==> config.mk <==
export PLATFORM = sky130hd
export DESIGN_NAME = preempt_timer_bank
export DESIGN_NICKNAME = d
export VERILOG_FILES = /design/src/rtl/preempt_timer_bank.sv
export SDC_FILE = /design/constraint.sdc
export NUM_CORES = 1
export LEC_CHECK = 0
export ABC_AREA = 1
export BUFFER_PORTS_ARGS = -buffer_cell sky130_fd_sc_hd__buf_2
export CAP_MARGIN = 30
export CELL_PAD_IN_SITES_DETAIL_PLACEMENT = 1
export CELL_PAD_IN_SITES_GLOBAL_PLACEMENT = 1
export CORE_MARGIN = 2
export CORE_UTILIZATION = 44
export DETAILED_ROUTE_END_ITERATION = 10
export GPL_TIMING_DRIVEN = 1
export HOLD_SLACK_MARGIN = 0.1
export PLACE_DENSITY = 0.77
export SLEW_MARGIN = 5
export SYNTH_ARGS = -nofsm -noshare
export SYNTH_HDL_FRONTEND = slang
export SYNTH_SLANG_ARGS = --single-unit
==> constraint.sdc <==
create_clock -name clock -period 3.1 [get_ports clock]
set_input_delay 0 -clock clock [delete_from_list [all_inputs] [get_ports clock]]
set_output_delay 0 -clock clock [all_outputs]
set_load 0.01 [all_outputs]
==> src/rtl/preempt_timer_bank.sv <==
// Bank of independent countdown/quantum timers with sticky expiry flags,
// merged into one prioritised interrupt request for the control unit.
module preempt_timer_bank #(
    parameter int WIDTH        = 16,
    parameter int CHANNELS     = 4,
    parameter int CH_W         = 2,
    parameter int DEF_QUANTUM  = 100,
    parameter int DEF_PERIODIC = 1
) (
    input  logic                clock,
    input  logic                reset,
    input  logic                cfg_we,
    input  logic [CH_W-1:0]     cfg_ch,
    input  logic [WIDTH-1:0]    cfg_quantum,
    input  logic                cfg_periodic,
    input  logic [CHANNELS-1:0] start,
    input  logic [CHANNELS-1:0] stop,
    input  logic                ack,
    input  logic [CH_W-1:0]     ack_ch,
    output logic [CHANNELS-1:0] running,
    output logic [CHANNELS-1:0] pending,
    output logic [CHANNELS-1:0] missed,
    output logic                irq,
    output logic [CH_W-1:0]     irq_ch
);

    localparam logic [0:0] ST_IDLE = 1'b0;
    localparam logic [0:0] ST_RUN  = 1'b1;

    logic [CH_W-1:0] w_irq_ch;

    for (genvar g = 0; g < CHANNELS; g++) begin : g_ch
        logic [WIDTH-1:0] r_count;
        logic [WIDTH-1:0] r_quantum;
        logic [WIDTH-1:0] r_shadow;
        logic             r_periodic;
        logic [0:0]       r_state;
        logic             r_pending;
        logic             r_missed;
        logic [WIDTH-1:0] w_count_inc;
        logic             w_sel_cfg;
        logic             w_sel_ack;
        logic             w_expire;

        assign w_count_inc = r_count + {{(WIDTH-1){1'b0}}, 1'b1};
        assign w_sel_cfg   = cfg_we && (cfg_ch == CH_W'(g));
        assign w_sel_ack   = ack && (ack_ch == CH_W'(g));
        // A zero shadow quantum never matches, so such a channel just wraps.
        assign w_expire    = (r_state == ST_RUN) && !stop[g] && !start[g]
                             && (r_shadow != {WIDTH{1'b0}}) && (w_count_inc == r_shadow);

        // Programmable quantum and mode registers.
        always_ff @(posedge clock) begin
            if (reset) begin
                r_quantum  <= WIDTH'(DEF_QUANTUM);
                r_periodic <= 1'(DEF_PERIODIC);
            end else if (w_sel_cfg) begin
                r_quantum  <= cfg_quantum;
                r_periodic <= cfg_periodic;
            end else begin
                r_quantum  <= r_quantum;
                r_periodic <= r_periodic;
            end
        end

        // Channel FSM, counter, shadow quantum and sticky flags.
        always_ff @(posedge clock) begin
            if (reset) begin
                r_state   <= ST_IDLE;
                r_count   <= {WIDTH{1'b0}};
                r_shadow  <= WIDTH'(DEF_QUANTUM);
                r_pending <= 1'b0;
                r_missed  <= 1'b0;
            end else if (stop[g]) begin
                r_state   <= ST_IDLE;
                r_count   <= {WIDTH{1'b0}};
                r_pending <= 1'b0;
                r_missed  <= 1'b0;
            end else if (w_expire) begin
                r_count   <= {WIDTH{1'b0}};
                r_pending <= 1'b1;
                r_missed  <= r_missed | r_pending;
                if (r_periodic) begin
                    r_shadow <= r_quantum;
                end else begin
                    r_state  <= ST_IDLE;
                end
            end else begin
                if (start[g]) begin
                    r_state  <= ST_RUN;
                    r_count  <= {WIDTH{1'b0}};
                    r_shadow <= r_quantum;
                end else if (r_state == ST_RUN) begin
                    r_count  <= w_count_inc;
                end else begin
                    r_count  <= r_count;
                end
                if (w_sel_ack) begin
                    r_pending <= 1'b0;
                    r_missed  <= 1'b0;
                end else begin
                    r_pending <= r_pending;
                    r_missed  <= r_missed;
                end
            end
        end

        assign running[g] = (r_state == ST_RUN);
        assign pending[g] = r_pending;
        assign missed[g]  = r_missed;
    end

    // Lowest-index pending channel wins; descending scan lets it overwrite.
    always_comb begin
        w_irq_ch = {CH_W{1'b0}};
        for (int i = CHANNELS - 1; i >= 0; i--) begin
            w_irq_ch = pending[i] ? CH_W'(i) : w_irq_ch;
        end
    end

    assign irq    = |pending;
    assign irq_ch = w_irq_ch;

endmodule
==> results.yml <==
run_status:
  status: "completed"
route:
  wl_met2_mm: 17.7
  route.layer.met1.wl_mm: 16.5
  first_pass_iters: 5
  drtIter0Drc: 658
  avgViaCountPerCell: 5.28
  drt_drc_violations_left: 0
  route.final.wire_length_mm: 36.0
  post_drt_wl_per_cell_microns: 16.6
  met3RoutedLength_microns: 984
  top_layer_used: "met4"
  final_antenna_net_count: 0
  route.vias.total: 11477
synth:
  synthesis.instances: 1744
  post_synthesis_cell_area_sq_mm: 0.0112
  synth_largest_type_area_fraction_pct: 37.1
  synth_top_family_by_area: "simple AND/OR/NAND/NOR gates"
  synth-main-ff-cell: "sky130_fd_sc_hd__dfxtp_1"
  post_synth_xor_area_fraction_pct: 1.31
  synth_warnings: 0
  synthMostInstantiatedCell: "sky130_fd_sc_hd__nand2_1"
  net_count_of_the_mapped_netlist: 1781
  number_of_enable_type_register_cells_in_the_synthesized_netlist: 0
  postSynth.asyncResetShare_pct: 0
  yosys-mux-area-fraction_pct: 0
  post_synth_most_frequent_cells: "sky130_fd_sc_hd__nand2_1 (468), sky130_fd_sc_hd__nor2_1 (270), sky130_fd_sc_hd__inv_1 (222)"
  post_synth.cell_area_avg_sq_um: 6.43
  largest_area_contributor_in_the_netlist: "sky130_fd_sc_hd__dfxtp_1"
  yosys.area_share.adder_pct: 0.446
  register_area_share_after_synthesis_pct: 37.1
  simple_gate_area_share_of_the_yosys_netlist_pct: 39.7
  synth_cell_types: 36
  synth_top_cells_by_area: "sky130_fd_sc_hd__dfxtp_1 (37%), sky130_fd_sc_hd__nand2_1 (16%), sky130_fd_sc_hd__nor2_1 (9.0%)"
  synthesized_area_fraction_occupied_by_ao_oa_aoi_and_oai_cells_pct: 10.3
  synth-seq-cells: 208
final_layout:
  number_of_nets_in_the_final_layout: 1864
  post_route_cells_drive_above_1_share_pct: 8.31
  fin_cells: 2172
  final.fill_count: 3430
  area_delta_synth_final_pct: 16.1
  diodes: 0
grt:
  number_of_global_route_vias_before_repair: 11713
  overflow: 0
  grt_antenna_before_repair: 0
  grt_first_pass_wirelength_mm: 58.5
  globalRouteTotalUtil_pct: 27.0
  grt_max_degree: 80
cts:
  h-tree-depth: 1
  worstSkewPairLatency_ns: 0.55
  cts.sink_count: 208
  cts.reportedPaths.clkPinSlew_ns: 0.06
  cts_made_buffers: 25
  cts.path.max_buffers: 3
  clock-root-buffer: "sky130_fd_sc_hd__clkbuf_16"
  cts_tree: "built"
pwr:
  share_comb_of_total_power_pct: 10.9
  design_internal_power_uw: 4660
  seqPwrFrac_pct: 44.8
  power.clock.fraction_pct: 44.4
  power_switching_uw: 1740
  pwr_density_cell_mw_per_mm2: 491
  vdd_drop_max_v: 0.000419
  p_sw_share_pct: 27.1
  p_leak_uw: 0.00589
timing:
  rsz0062_at_grt: "false"
  report.final.hold_viol_count: 0
  worst_clock_skew_ns: 0.0174
  timing.max_slew.rel_slack_pct: 47.0
  period_needed_ns: 2.79
  worstMarginPinSlew_ns: 0.794
  max_clock_freq_mhz: 358
  timing.setup.tns_ns: 0
  maxSlewViolCount: 0
  final.period_utilization_pct: 90.1
  setup_violations: 0
placement:
  place.detailed.hpwl_mm: 25.0
  numPortBuffers: 47
  place_inst: 2072
  routabilityCongestion: 0.821
worst_setup_path:
  worst-endpoint-required_ns: 3.52
  timing.critical_path.arrival_ns: 3.22
  start_kind: "register"
  crit_fanout: 16
  timing_worst_setup_path_type: "register to register"
  timing.critical_path.to_type: "register"
die:
  die_w_microns: 164
  boundaryPins: 48
  core.rowCount: 58
  start_util_pct: 44.7
  die_area_sq_mm: 0.0268
  fp.dieH_microns: 164
  floorplan.core_area_sq_mm: 0.0251
flow_run:
  cap_violations: 0
hold_path:
  min-delay-path-class: "input port to register"
==> sequential cells by signal (all words and copies together), names as in the netlist <==
register	count
g_ch.r_count	64
g_ch.r_shadow	64
g_ch.r_pending	4
g_ch.r_quantum	64
g_ch.r_state	4
g_ch.r_missed	4
g_ch.r_periodic	4
==> final cells by class <==
| class | count | area (sq um) | area share [%] |
|---|---|---|---|
| inverter | 233 | 876 | 6.73 |
| clock buffer | 36 | 727 | 5.58 |
| sequential | 208 | 4160 | 32.0 |
| timing repair buffer | 124 | 971 | 7.46 |
| tap | 330 | 413 | 3.17 |
| clock inverter | 6 | 47.5 | 0.365 |
| multi-input combinational | 1235 | 5820 | 44.7 |
==> cells in the final DEF, fill, tap and decap left out, drive strengths merged <==
cell and n:
clkinv 12, a21oi 59, nor3 4, clkinvlp 1
dfxtp 208, nand4 84, a21boi 2, o211ai 5
a211oi 58, o21bai 3, ha 4, nor2 290
xor2 5, nand3b 2, nand2 478, xnor3 3
o21a 1, o21ai 66, inv 226, buf 69
xnor2 4, dlygate4sd3 55, clkbuf 36, nand3 166
and2 1
==> per-stage QoR <==
| stage | hold WS (ns) | setup WS [ns] | area, sq um | util [%] | total power, uW |
|---|---|---|---|---|---|
| after floorplan | 0.0997 | 0.903 | 11200 | - | 3340 |
| after global placement | 0.264 | 0.373 | 11700 | 46.4 | 3530 |
| after detailed placement | 0.273 | 0.298 | 11700 | 46.4 | 3550 |
| after CTS | 0.253 | 0.273 | 13000 | 51.7 | 6420 |
| after global routing | 0.302 | 0.0207 | 13000 | 51.8 | 6640 |
| final | 0.260 | 0.306 | 13000 | 51.8 | 6400 |
==> kinds of logic after synthesis <==
family	count (synthesis)
simple gates	1025
buf+inv	301
flops	208
compound gates	194
xor+xnor	12
fa+ha+maj	4
==> critical path, cell delays in order (launching register included) <==
cell	delay, ns
sky130_fd_sc_hd__dfxtp_1	0.40
sky130_fd_sc_hd__ha_1	0.23
sky130_fd_sc_hd__nand2_2	0.10
sky130_fd_sc_hd__nor2_2	0.36
sky130_fd_sc_hd__nand3_1	0.20
sky130_fd_sc_hd__nand3_1	0.16
sky130_fd_sc_hd__nand2_1	0.07
sky130_fd_sc_hd__nor2_1	0.12
sky130_fd_sc_hd__nand2_1	0.06
sky130_fd_sc_hd__nor2_1	0.12
sky130_fd_sc_hd__nand4_2	0.33
sky130_fd_sc_hd__nand3_4	0.33
sky130_fd_sc_hd__nand2_1	0.09
sky130_fd_sc_hd__inv_1	0.06
sky130_fd_sc_hd__nor2_1	0.05
==> worst paths after layout <==
kind                                                         start                                  to  slack, ns  cells past startpoint
worst max-delay path               g_ch[1].r_count[0]$_SDFFE_PP0P_   g_ch[1].r_shadow[15]$_SDFFE_PP0P_       0.31                     14
worst min-delay path                                      start[1]        g_ch[1].r_state$_SDFFE_PP0P_       0.26                      4
worst max register to register     g_ch[1].r_count[0]$_SDFFE_PP0P_   g_ch[1].r_shadow[15]$_SDFFE_PP0P_       0.31                     14
worst min register to register  g_ch[3].r_quantum[11]$_SDFFE_PP0P_  g_ch[3].r_quantum[11]$_SDFFE_PP0P_       0.46                      2
==> power groups by stage <==
stage,Sequential [uW],Clock (uW),Combinational (uW)
CTS,2860,2880,681
global placement,2920,0,609
floorplan,2890,0,450
finish,2860,2840,696
global route,2870,2980,790
detailed placement,2920,0,627
==> what timing repair did <==
action                                  CTS  global route
gates resized for setup                   0             3
endpoints found under the setup margin    0            22
endpoints found under the hold margin   157             0
hold buffers                             55             0
buffers inserted                          0             2
==> metal layers <==
layer  vias up  track usage [%]
met1      5501             34.6
met5         -                0
li1       5766                -
met4         0             5.74
met3        55             2.92
met2       155             48.6
Power figures use the tool's default switching activity.
